## config.mk

```make
export PLATFORM = sky130hd
export DESIGN_NAME = decoder_link_framer
export DESIGN_NICKNAME = d
export VERILOG_FILES = /design/src/rtl/decoder_link_framer_pkg.sv /design/src/rtl/link_byte_unpacker.sv /design/src/rtl/decoder_link_framer.sv
export SDC_FILE = /design/constraint.sdc
export NUM_CORES = 1
export LEC_CHECK = 0
export BUFFER_PORTS_ARGS = -buffer_cell sky130_fd_sc_hd__buf_4
export CAP_MARGIN = 10
export CORE_ASPECT_RATIO = 0.75
export CORE_UTILIZATION = 40
export DETAILED_ROUTE_END_ITERATION = 10
export MAX_ROUTING_LAYER = met4
export PLACE_DENSITY = 0.65
export SYNTH_ARGS = -nofsm -noshare
export SYNTH_HDL_FRONTEND = slang
export SYNTH_SLANG_ARGS = --single-unit
```

## constraint.sdc

```tcl
create_clock -name clk -period 2.57 [get_ports clk]
set_input_delay 0 -clock clk [delete_from_list [all_inputs] [get_ports clk]]
set_output_delay 0 -clock clk [all_outputs]
set_load 0.05 [all_outputs]
```

## src/rtl/decoder_link_framer_pkg.sv

```systemverilog
// Shared link constants and state encoding for the decoder host-side framer.
package decoder_link_framer_pkg;

    localparam logic [7:0] START_DECODING_MSG      = 8'h01;
    localparam logic [7:0] MEASUREMENT_DATA_HEADER = 8'h02;

    typedef enum logic [2:0] {
        StIdle,
        StTxStart,
        StTxHdr,
        StTxPay,
        StRx,
        StResult
    } link_state_t;

    function automatic int unsigned ceil_div(input int unsigned num, input int unsigned den);
        return (num + den - 1) / den;
    endfunction

endpackage

```

## src/rtl/link_byte_unpacker.sv

```systemverilog
// Collects link beats into a flat little-endian byte record; bytes beyond the record are dropped.
module link_byte_unpacker #(
    parameter int unsigned LINK_BYTES  = 1,
    parameter int unsigned TOTAL_BYTES = 45
) (
    input  logic                     clk,
    input  logic                     reset_n,
    input  logic                     clear,
    input  logic                     beat_valid,
    input  logic [LINK_BYTES*8-1:0]  beat_data,
    output logic [TOTAL_BYTES*8-1:0] record,
    output logic                     last_beat
);

    localparam int unsigned CW = $clog2(TOTAL_BYTES + LINK_BYTES);

    logic [CW-1:0]            cnt_q, cnt_d;
    logic [TOTAL_BYTES*8-1:0] acc_q, acc_d;

    always_comb begin
        acc_d = acc_q;
        cnt_d = cnt_q;
        if (clear) begin
            cnt_d = '0;
        end else if (beat_valid) begin
            cnt_d = cnt_q + CW'(LINK_BYTES);
            for (int unsigned i = 0; i < LINK_BYTES; i++) begin
                if (32'(cnt_q) + i < TOTAL_BYTES) begin
                    acc_d[(32'(cnt_q) + i) * 8 +: 8] = beat_data[i * 8 +: 8];
                end
            end
        end
    end

    // The beat that carries the final record byte completes the record.
    assign last_beat = beat_valid && !clear && (32'(cnt_q) + LINK_BYTES >= TOTAL_BYTES);
    assign record    = acc_q;

    always_ff @(posedge clk) begin
        if (!reset_n) begin
            cnt_q <= '0;
            acc_q <= '0;
        end else begin
            cnt_q <= cnt_d;
            acc_q <= acc_d;
        end
    end

endmodule

```

## src/rtl/decoder_link_framer.sv

```systemverilog
// Frames one measurement test case towards the decoder and parses its response into a held result.
module decoder_link_framer
    import decoder_link_framer_pkg::*;
#(
    parameter int unsigned LINK_BYTES     = 1,
    parameter int unsigned ROUND_BITS     = 18,
    parameter int unsigned ROUNDS         = 6,
    parameter int unsigned CORR_BITS      = 49,
    parameter int unsigned TIMEOUT_CYCLES = 4096,
    localparam int unsigned RB            = ceil_div(ROUND_BITS, 8),
    localparam int unsigned MEAS_BYTES    = RB * ROUNDS,
    localparam int unsigned CB            = ceil_div(CORR_BITS, 8),
    localparam int unsigned CORR_BYTES    = CB * ROUNDS,
    localparam int unsigned RESP_BYTES    = 3 + CORR_BYTES
) (
    input  logic                    clk,
    input  logic                    reset_n,
    input  logic [MEAS_BYTES*8-1:0] meas_data,
    input  logic                    meas_valid,
    output logic                    meas_ready,
    output logic [LINK_BYTES*8-1:0] tx_data,
    output logic                    tx_valid,
    input  logic                    tx_ready,
    input  logic [LINK_BYTES*8-1:0] rx_data,
    input  logic                    rx_valid,
    output logic                    rx_ready,
    output logic                    result_valid,
    input  logic                    result_ready,
    output logic [7:0]              result_iterations,
    output logic [15:0]             result_cycles,
    output logic [CORR_BYTES*8-1:0] result_corrections,
    output logic                    timeout_err
);

    localparam int unsigned PAY_BEATS = ceil_div(MEAS_BYTES, LINK_BYTES);
    localparam int unsigned PW        = (PAY_BEATS > 1) ? $clog2(PAY_BEATS) : 1;
    localparam int unsigned TW        = $clog2(TIMEOUT_CYCLES + 1);

    link_state_t             state_q, state_d;
    logic                    start_sent_q, start_sent_d;
    logic [MEAS_BYTES*8-1:0] shadow_q, shadow_d;
    logic [PW-1:0]           pay_beat_q, pay_beat_d;
    logic [TW-1:0]           timeout_q, timeout_d;
    logic                    timeout_err_q, timeout_err_d;
    logic                    idle_ready;

    logic [PAY_BEATS*LINK_BYTES*8-1:0] pay_flat;
    logic [RESP_BYTES*8-1:0]           resp_record;
    logic                              rx_beat;
    logic                              rx_last;

    // Payload beats past the end of the shadow carry zero bytes.
    always_comb begin
        pay_flat                   = '0;
        pay_flat[MEAS_BYTES*8-1:0] = shadow_q;
    end

    assign rx_beat = rx_valid && (state_q == StRx);

    link_byte_unpacker #(
        .LINK_BYTES  (LINK_BYTES),
        .TOTAL_BYTES (RESP_BYTES)
    ) u_unpacker (
        .clk        (clk),
        .reset_n    (reset_n),
        .clear      (state_q != StRx),
        .beat_valid (rx_beat),
        .beat_data  (rx_data),
        .record     (resp_record),
        .last_beat  (rx_last)
    );

    always_comb begin
        state_d       = state_q;
        start_sent_d  = start_sent_q;
        shadow_d      = shadow_q;
        pay_beat_d    = pay_beat_q;
        timeout_d     = timeout_q;
        timeout_err_d = timeout_err_q;
        idle_ready    = 1'b0;
        tx_valid      = 1'b0;
        tx_data       = '0;
        rx_ready      = 1'b0;
        result_valid  = 1'b0;

        unique case (state_q)
            StIdle: begin
                idle_ready = 1'b1;
                if (meas_valid) begin
                    shadow_d = meas_data;
                    state_d  = start_sent_q ? StTxHdr : StTxStart;
                end
            end
            StTxStart: begin
                tx_valid     = 1'b1;
                tx_data[7:0] = START_DECODING_MSG;
                if (tx_ready) begin
                    start_sent_d = 1'b1;
                    state_d      = StTxHdr;
                end
            end
            StTxHdr: begin
                tx_valid     = 1'b1;
                tx_data[7:0] = MEASUREMENT_DATA_HEADER;
                if (tx_ready) begin
                    pay_beat_d = '0;
                    state_d    = StTxPay;
                end
            end
            StTxPay: begin
                tx_valid = 1'b1;
                tx_data  = pay_flat[32'(pay_beat_q) * LINK_BYTES * 8 +: LINK_BYTES * 8];
                if (tx_ready) begin
                    if (pay_beat_q == PW'(PAY_BEATS - 1)) begin
                        timeout_d = '0;
                        state_d   = StRx;
                    end else begin
                        pay_beat_d = pay_beat_q + 1'b1;
                    end
                end
            end
            StRx: begin
                rx_ready = 1'b1;
                if (rx_valid) begin
                    timeout_d = '0;
                    if (rx_last) begin
                        state_d = StResult;
                    end
                end else if (timeout_q == TW'(TIMEOUT_CYCLES - 1)) begin
                    // Decoder went silent: drop the partial response and flag it permanently.
                    timeout_err_d = 1'b1;
                    timeout_d     = '0;
                    state_d       = StIdle;
                end else begin
                    timeout_d = timeout_q + 1'b1;
                end
            end
            StResult: begin
                result_valid = 1'b1;
                if (result_ready) begin
                    state_d = StIdle;
                end
            end
            default: begin
                state_d = StIdle;
            end
        endcase
    end

    // Keep meas_ready low while reset is held so every output reads zero during reset.
    assign meas_ready         = idle_ready && reset_n;
    assign timeout_err        = timeout_err_q;
    assign result_iterations  = resp_record[7:0];
    assign result_cycles      = {resp_record[15:8], resp_record[23:16]};
    assign result_corrections = resp_record[RESP_BYTES*8-1:24];

    always_ff @(posedge clk) begin
        if (!reset_n) begin
            state_q       <= StIdle;
            start_sent_q  <= 1'b0;
            shadow_q      <= '0;
            pay_beat_q    <= '0;
            timeout_q     <= '0;
            timeout_err_q <= 1'b0;
        end else begin
            state_q       <= state_d;
            start_sent_q  <= start_sent_d;
            shadow_q      <= shadow_d;
            pay_beat_q    <= pay_beat_d;
            timeout_q     <= timeout_d;
            timeout_err_q <= timeout_err_d;
        end
    end

endmodule
```

== Word level (Yosys, flattened, before mapping) ==
Cells that the tools add are included.

* $add $sub $neg: 5
* Order comparisons: 2
* Equal/unequal tests: 17
* Shifts and indexed selects: 3
* Multiplexer cells: 26
* Bitwise gates (word level): 3
* Reduce and logical (&&, ||, !) cells: 17

{| class="wikitable"
|+ Operators with widths
! cell !! number
|-
| bitwise mux 360 bit || 1
|-
| variable shift 8 x 34 -> 360 bit (first input constant) || 1
|-
| indexed part select 8 x 34 -> 360 bit || 1
|-
| indexed part select 144 x 9 -> 8 bit || 1
|-
| two-way mux 13 bit || 4
|-
| negator 9 -> 34 bit || 1
|-
| greater-or-equal comparator 32 x 6 -> 1 bit (second input constant) || 1
|-
| two-way mux 3 bit || 9
|-
| one-hot mux 13 bit (2 select lines) || 1
|-
| one-hot mux 8 bit (3 select lines) || 1
|-
| one-hot mux 3 bit (6 select lines) || 1
|-
| two-way mux 5 bit || 3
|-
| inequality test 2 bit (second input constant) || 7
|-
| adder 13 x 1 -> 13 bit (second input constant) || 1
|-
| equality test 13 x 12 -> 1 bit (second input constant) || 1
|-
| one-hot mux 5 bit (2 select lines) || 1
|-
| AND reduction 3 bit || 3
|-
| AND reduction 8 bit || 1
|-
| adder 6 x 1 -> 7 bit (second input constant) || 1
|-
| adder 6 x 1 -> 6 bit (second input constant) || 1
|-
| equality test 3 x 2 -> 1 bit (second input constant) || 2
|-
| equality test 3 bit (second input constant) || 2
|-
| < comparator 6 bit (second input constant) || 1
|-
| inequality test 3 bit (second input constant) || 2
|-
| other kinds (15) || 25
|}

* Register bits: 533
* Bits of input ports: 158
* Word-level logic and storage cells: 81

== Logic depth before layout (Yosys ltp) ==
* Depth in word-level cells: 7
* Depth in mapped cells: 12

== Cells and area by module ==
From an unflattened synthesis, not the netlist that was laid out.

* Cell total of the unflattened synthesis: 2,725
* Area total of the unflattened synthesis: 23,371.2 um^2

{| class="wikitable"
|+ Modules (own cells, without submodules)
! module !! times used !! cells each !! area each (um^2)
|-
| link_byte_unpacker || 1 || 1,774 || 15,808.9
|-
| decoder_link_framer || 1 || 951 || 7,562.3
|}

== Worst setup path before layout ==
OpenSTA, ideal clock, no wires.

* Path type: flip-flop to flip-flop
* Start: register state_q[1]
* End: register timeout_q[0]
* Data arrival time: 2.885 ns
* Data required time: 2.442 ns
* Slack: -0.443 ns
* Cell stages (with the launch flop): 9
* Path buffers: 2
* Clock period less this slack: 3.013 ns
* Cells stage by stage: dfxtp_1 > buf_2 > nor3b_1 > a41oi_1 > nor2_1 > nand2_1 > nand2_1 > clkbuf_1 > nor2_1

* Longest elaborated chain between the ends: 3
* Elaborated cells between the ends (all ways): 7
* Classes of those cells: eq/ne (4); mux (1); reduce/logical (2)

{| class="wikitable"
|+ RTL lines
! element !! line !! RTL
|-
| start: declaration || decoder_link_framer.sv:39 || <nowiki>link_state_t state_q, state_d;</nowiki>
|-
| start signal: assignment || decoder_link_framer.sv:159 || <nowiki>state_q <= StIdle;</nowiki>
|-
| start signal: assignment || decoder_link_framer.sv:166 || <nowiki>state_q <= state_d;</nowiki>
|-
| equality test 3 x 2 -> 1 bit / equality test 3 bit (equally long branches) || decoder_link_framer.sv:86 || <nowiki>unique case (state_q)</nowiki>
|-
| inequality test 2 bit (no line) / nonzero test 2 bit (equally long branches) || n/a ||
|-
| AND reduction 3 bit (no line) || n/a ||
|-
| end signal: assignment || decoder_link_framer.sv:170 || <nowiki>timeout_q <= timeout_d;</nowiki>
|-
| end: declaration || decoder_link_framer.sv:43 || <nowiki>logic [TW-1:0] timeout_q, timeout_d;</nowiki>
|}

Several ways; a longest one is shown, not always the timed one.
A chain may end at the register's enable or synchronous reset.

== Final worst setup path ==
* Start: register pay_beat_q[0]
* End: output port tx_data[5]

* Longest elaborated chain between the ends: 2

{| class="wikitable"
|+ RTL lines
! element !! line !! RTL
|-
| start: declaration || decoder_link_framer.sv:42 || <nowiki>logic [PW-1:0] pay_beat_q, pay_beat_d;</nowiki>
|-
| start signal: assignment || decoder_link_framer.sv:169 || <nowiki>pay_beat_q <= pay_beat_d;</nowiki>
|-
| indexed part select 144 x 9 -> 8 bit || decoder_link_framer.sv:112 || <nowiki>tx_data = pay_flat[32'(pay_beat_q) * LINK_BYTES * 8 +: LINK_BYTES * 8];</nowiki>
|-
| one-hot mux 8 bit (3 select lines) || decoder_link_framer.sv:86 ||
|-
| end: declaration || decoder_link_framer.sv:21 || <nowiki>output logic [LINK_BYTES*8-1:0] tx_data,</nowiki>
|}

Every way passes these cells.

==> impl_results.md <==
* Tcrit/Tclk final at 0.992
* Core footprint at ~52,000 µm²
* Initial antenna violation count at 4
* Clock root cell: clkbuf_16
* Cell Area, Synth at 21,100 µm²
* DR vias/cell at between 5 and 6
* Fin Clk Skew at roughly 29 ps
* Remaining antenna violation count at 0
* Clk slew on worst S/H paths at around 70 ps
* Internal power at roughly 15 mW
* Placed cell count at 3,534
* DRT Pass-1 Iters at 7
* Die X at 267 µm
* Status: complete, no violations
* Fmax at between 300 and 400 MHz
* Main synth FF type: dfxtp_1
* H-tree levels at 2
* Post-synth top cells: nand2_1 (541), dfxtp_1 (533), nand3_1 (269), o31ai_1 (189), a21oi_1 (166)
* RSZ-0062 raised after global routing: yes
* Pre-CTS setup slack at -199 ps
* DRC viols at 0
* Largest net degree at the start of global routing at ~160
* Required time worst endpoint at approximately 2600 ps
* Synth warn at 0
* Area post-placement at ~27,000 µm²
* Final setup vio count at 0
* Worst Hold Slack at about 41 ps
* Post-Route WL at ~80 mm
* Initial Utilization at 0.407
* CTS Buffer Depth at 3
* Pleak at 12.3 nW
* Syn Nets at about 2,500
* CTS tree: yes
* Non-Filler Instances at between 3,000 and 4,000
* I/O pin count at 531
* Layout Utilization at 0.593
* Comb power frac at 0.183
* Total negative slack at 0 ps
* GPL Wtd Cong at around 0.93
* Initial DRC Count at 1,797
* Post-synth EDFFs at 0
* Clock share of power at 0.388
* Switch share at 0.291
* Most common cell in the netlist: nand2_1
* Hpwl dp at 54.0 mm
* CP max-delay cell: mux4_2
* Final WS setup at around 21 ps
* Cell Rows at 72
* Synth top area share at 0.506
* Sink Count at roughly 530
* Crit-path cells: buf_12, mux4_2, mux2i_1, o21ai_1, buf_4
* Fillers at 4,360
* First-pass GRT wire length at approximately 120 mm
* Wire per inst at 20.9 µm
* GRT Total Usage at 0.296
* Sw power at slightly above 6 mW
* Largest area contributor in the netlist: dfxtp_1
* Pins Over Slew Limit at 0
* Pwr dens at between 600 and 700 nW/µm²
* Clock buffer count from CTS at 53
* Largest fanout on the critical path at 9
* Tot Pwr at 21.1 mW
* Relative slew slack at 0.430
* Worst setup EP type: output pin
* Hold Path Class: in2reg
* Chip height at 201 µm
* Synthesized area per cell at 8.91 µm²
* Hold Vio Cnt, Final at 0
* Worst stage delay on the critical path at around 520 ps
* Worst-Skew Late Latency at 610 ps
* Vias in the first global route at 20,475
* Sequential fraction of design power at 0.428
* Data arrival, critical path at ~2600 ps
* Share of cells above drive strength 1 at 0.281
* Peak supply drop at approximately 590 µV
* Nets at approximately 3,200
* Top post-synthesis cells by area: dfxtp_1 (51%), nand2_1 (9.6%), o31ai_1 (6.7%)
* Tightest Pin Transition at 855 ps
* Design area at between 30,000 and 40,000 µm²
* Yosys reg bits at about 530
* Final min period at roughly 2500 ps
* Ys async rst share at 0
* DIE AREA at 53,600 µm²
* Startpoint types: flop
* Port buffer count at 530
* Critical path class: reg2out
* Sequential area share after synthesis at 0.506
* Post-Syn Instances at around 2,400
* Total grt overflow at 0
* Synth-to-layout area growth at 45.7%
* Yosys cell types at 64
* MaxCap Viol Count at 0
* Via count at roughly 21,000
[cell families after synthesis]
group,Yosys count,synth area share
AO/OA/AOI/OAI,467,0.143
XOR/XNOR,19,0.00914
adder cells (fa/ha/maj),7,0.00416
buffers and inverters,204,0.0372
flip-flops,533,0.506
multiplexers,160,0.0951
AND/OR/NAND/NOR,975,0.205
[final cells by class]
class | instances | area, µm² | area share
Inverter | 13 | 53.8 | 0.00175
Tap cell | 703 | 880 | 0.0286
Clock inverter | 34 | 397 | 0.0129
Sequential cell | 533 | 10700 | 0.348
Timing Repair Buffer | 845 | 7320 | 0.238
Clock buffer | 65 | 1420 | 0.0463
Antenna cell | 3 | 7.51 | 0.000244
Multi-Input combinational cell | 1628 | 9950 | 0.324
[timing repair]
action,in CTS,in global routing
setup buffers,0,12
resized for setup,15,52
hold buffers,172,0
gates cloned,1,3
endpoints found under the hold margin,330,0
endpoints found under the setup margin,107,315
pin swaps,4,7
[power by group through the flow]
stage               Sequential (mW)  Clock (mW)  Combinational, mW
global route                   9.09        8.64               4.17
global placement               9.17           0               3.36
finish                         9.04        8.20               3.87
detailed placement             9.21           0               3.42
CTS                            9.03        8.28               3.74
floorplan                      9.18           0               2.17
[routing by layer]
metal	wire, µm	track usage
met5	0	-
met4	4220	0.148
met3	5850	0.0559
met2	35700	0.446
met1	34000	0.379
[sequential cells by signal, indices dropped and copies added (netlist names)]
| register | count |
|---|---|
| timeout_q | 13 |
| pay_beat_q | 5 |
| timeout_err | 1 |
| state_q | 3 |
| u_unpacker.cnt_q | 6 |
| u_unpacker.record | 360 |
| start_sent_q | 1 |
| pay_flat | 144 |
[cells in the final DEF, fill, tap and decap left out, types with 9 or more instances in the layout]
cell and n:
dfxtp_1 530, nor2_1 63, dlygate4sd3_1 172, nand3_2 10
mux2i_1 122, xnor2_1 9, o21ai_0 35, clkbuf_16 55
o31ai_1 183, nand4_1 24, clkinv_2 14, nand2_1 528
inv_1 11, and2_1 12, o21ai_1 22, nand2_2 10
buf_12 36, a21oi_1 163, nand3_1 258, mux4_2 32
buf_4 624
[worst paths after layout]
path              cells past startpoint  slack [ps]                     end           startpoint
hold / removal                        5          40            pay_flat[23]           meas_valid
hold reg to reg                       2         440           timeout_q[12]        timeout_q[12]
setup / recovery                      5          20              tx_data[5]        pay_beat_q[0]
setup reg to reg                     11          70  u_unpacker.record[214]  u_unpacker.cnt_q[0]
[worst max-delay path: cells and delay by family, from the launching register on]
kind / cells / cell delay [ps]
multiplexers: 2 / 930
AO/OA/AOI/OAI: 1 / 140
buffers and inverters: 2 / 390
flip-flops: 1 / 460
No activity file was read; power rests on OpenSTA's default activity.
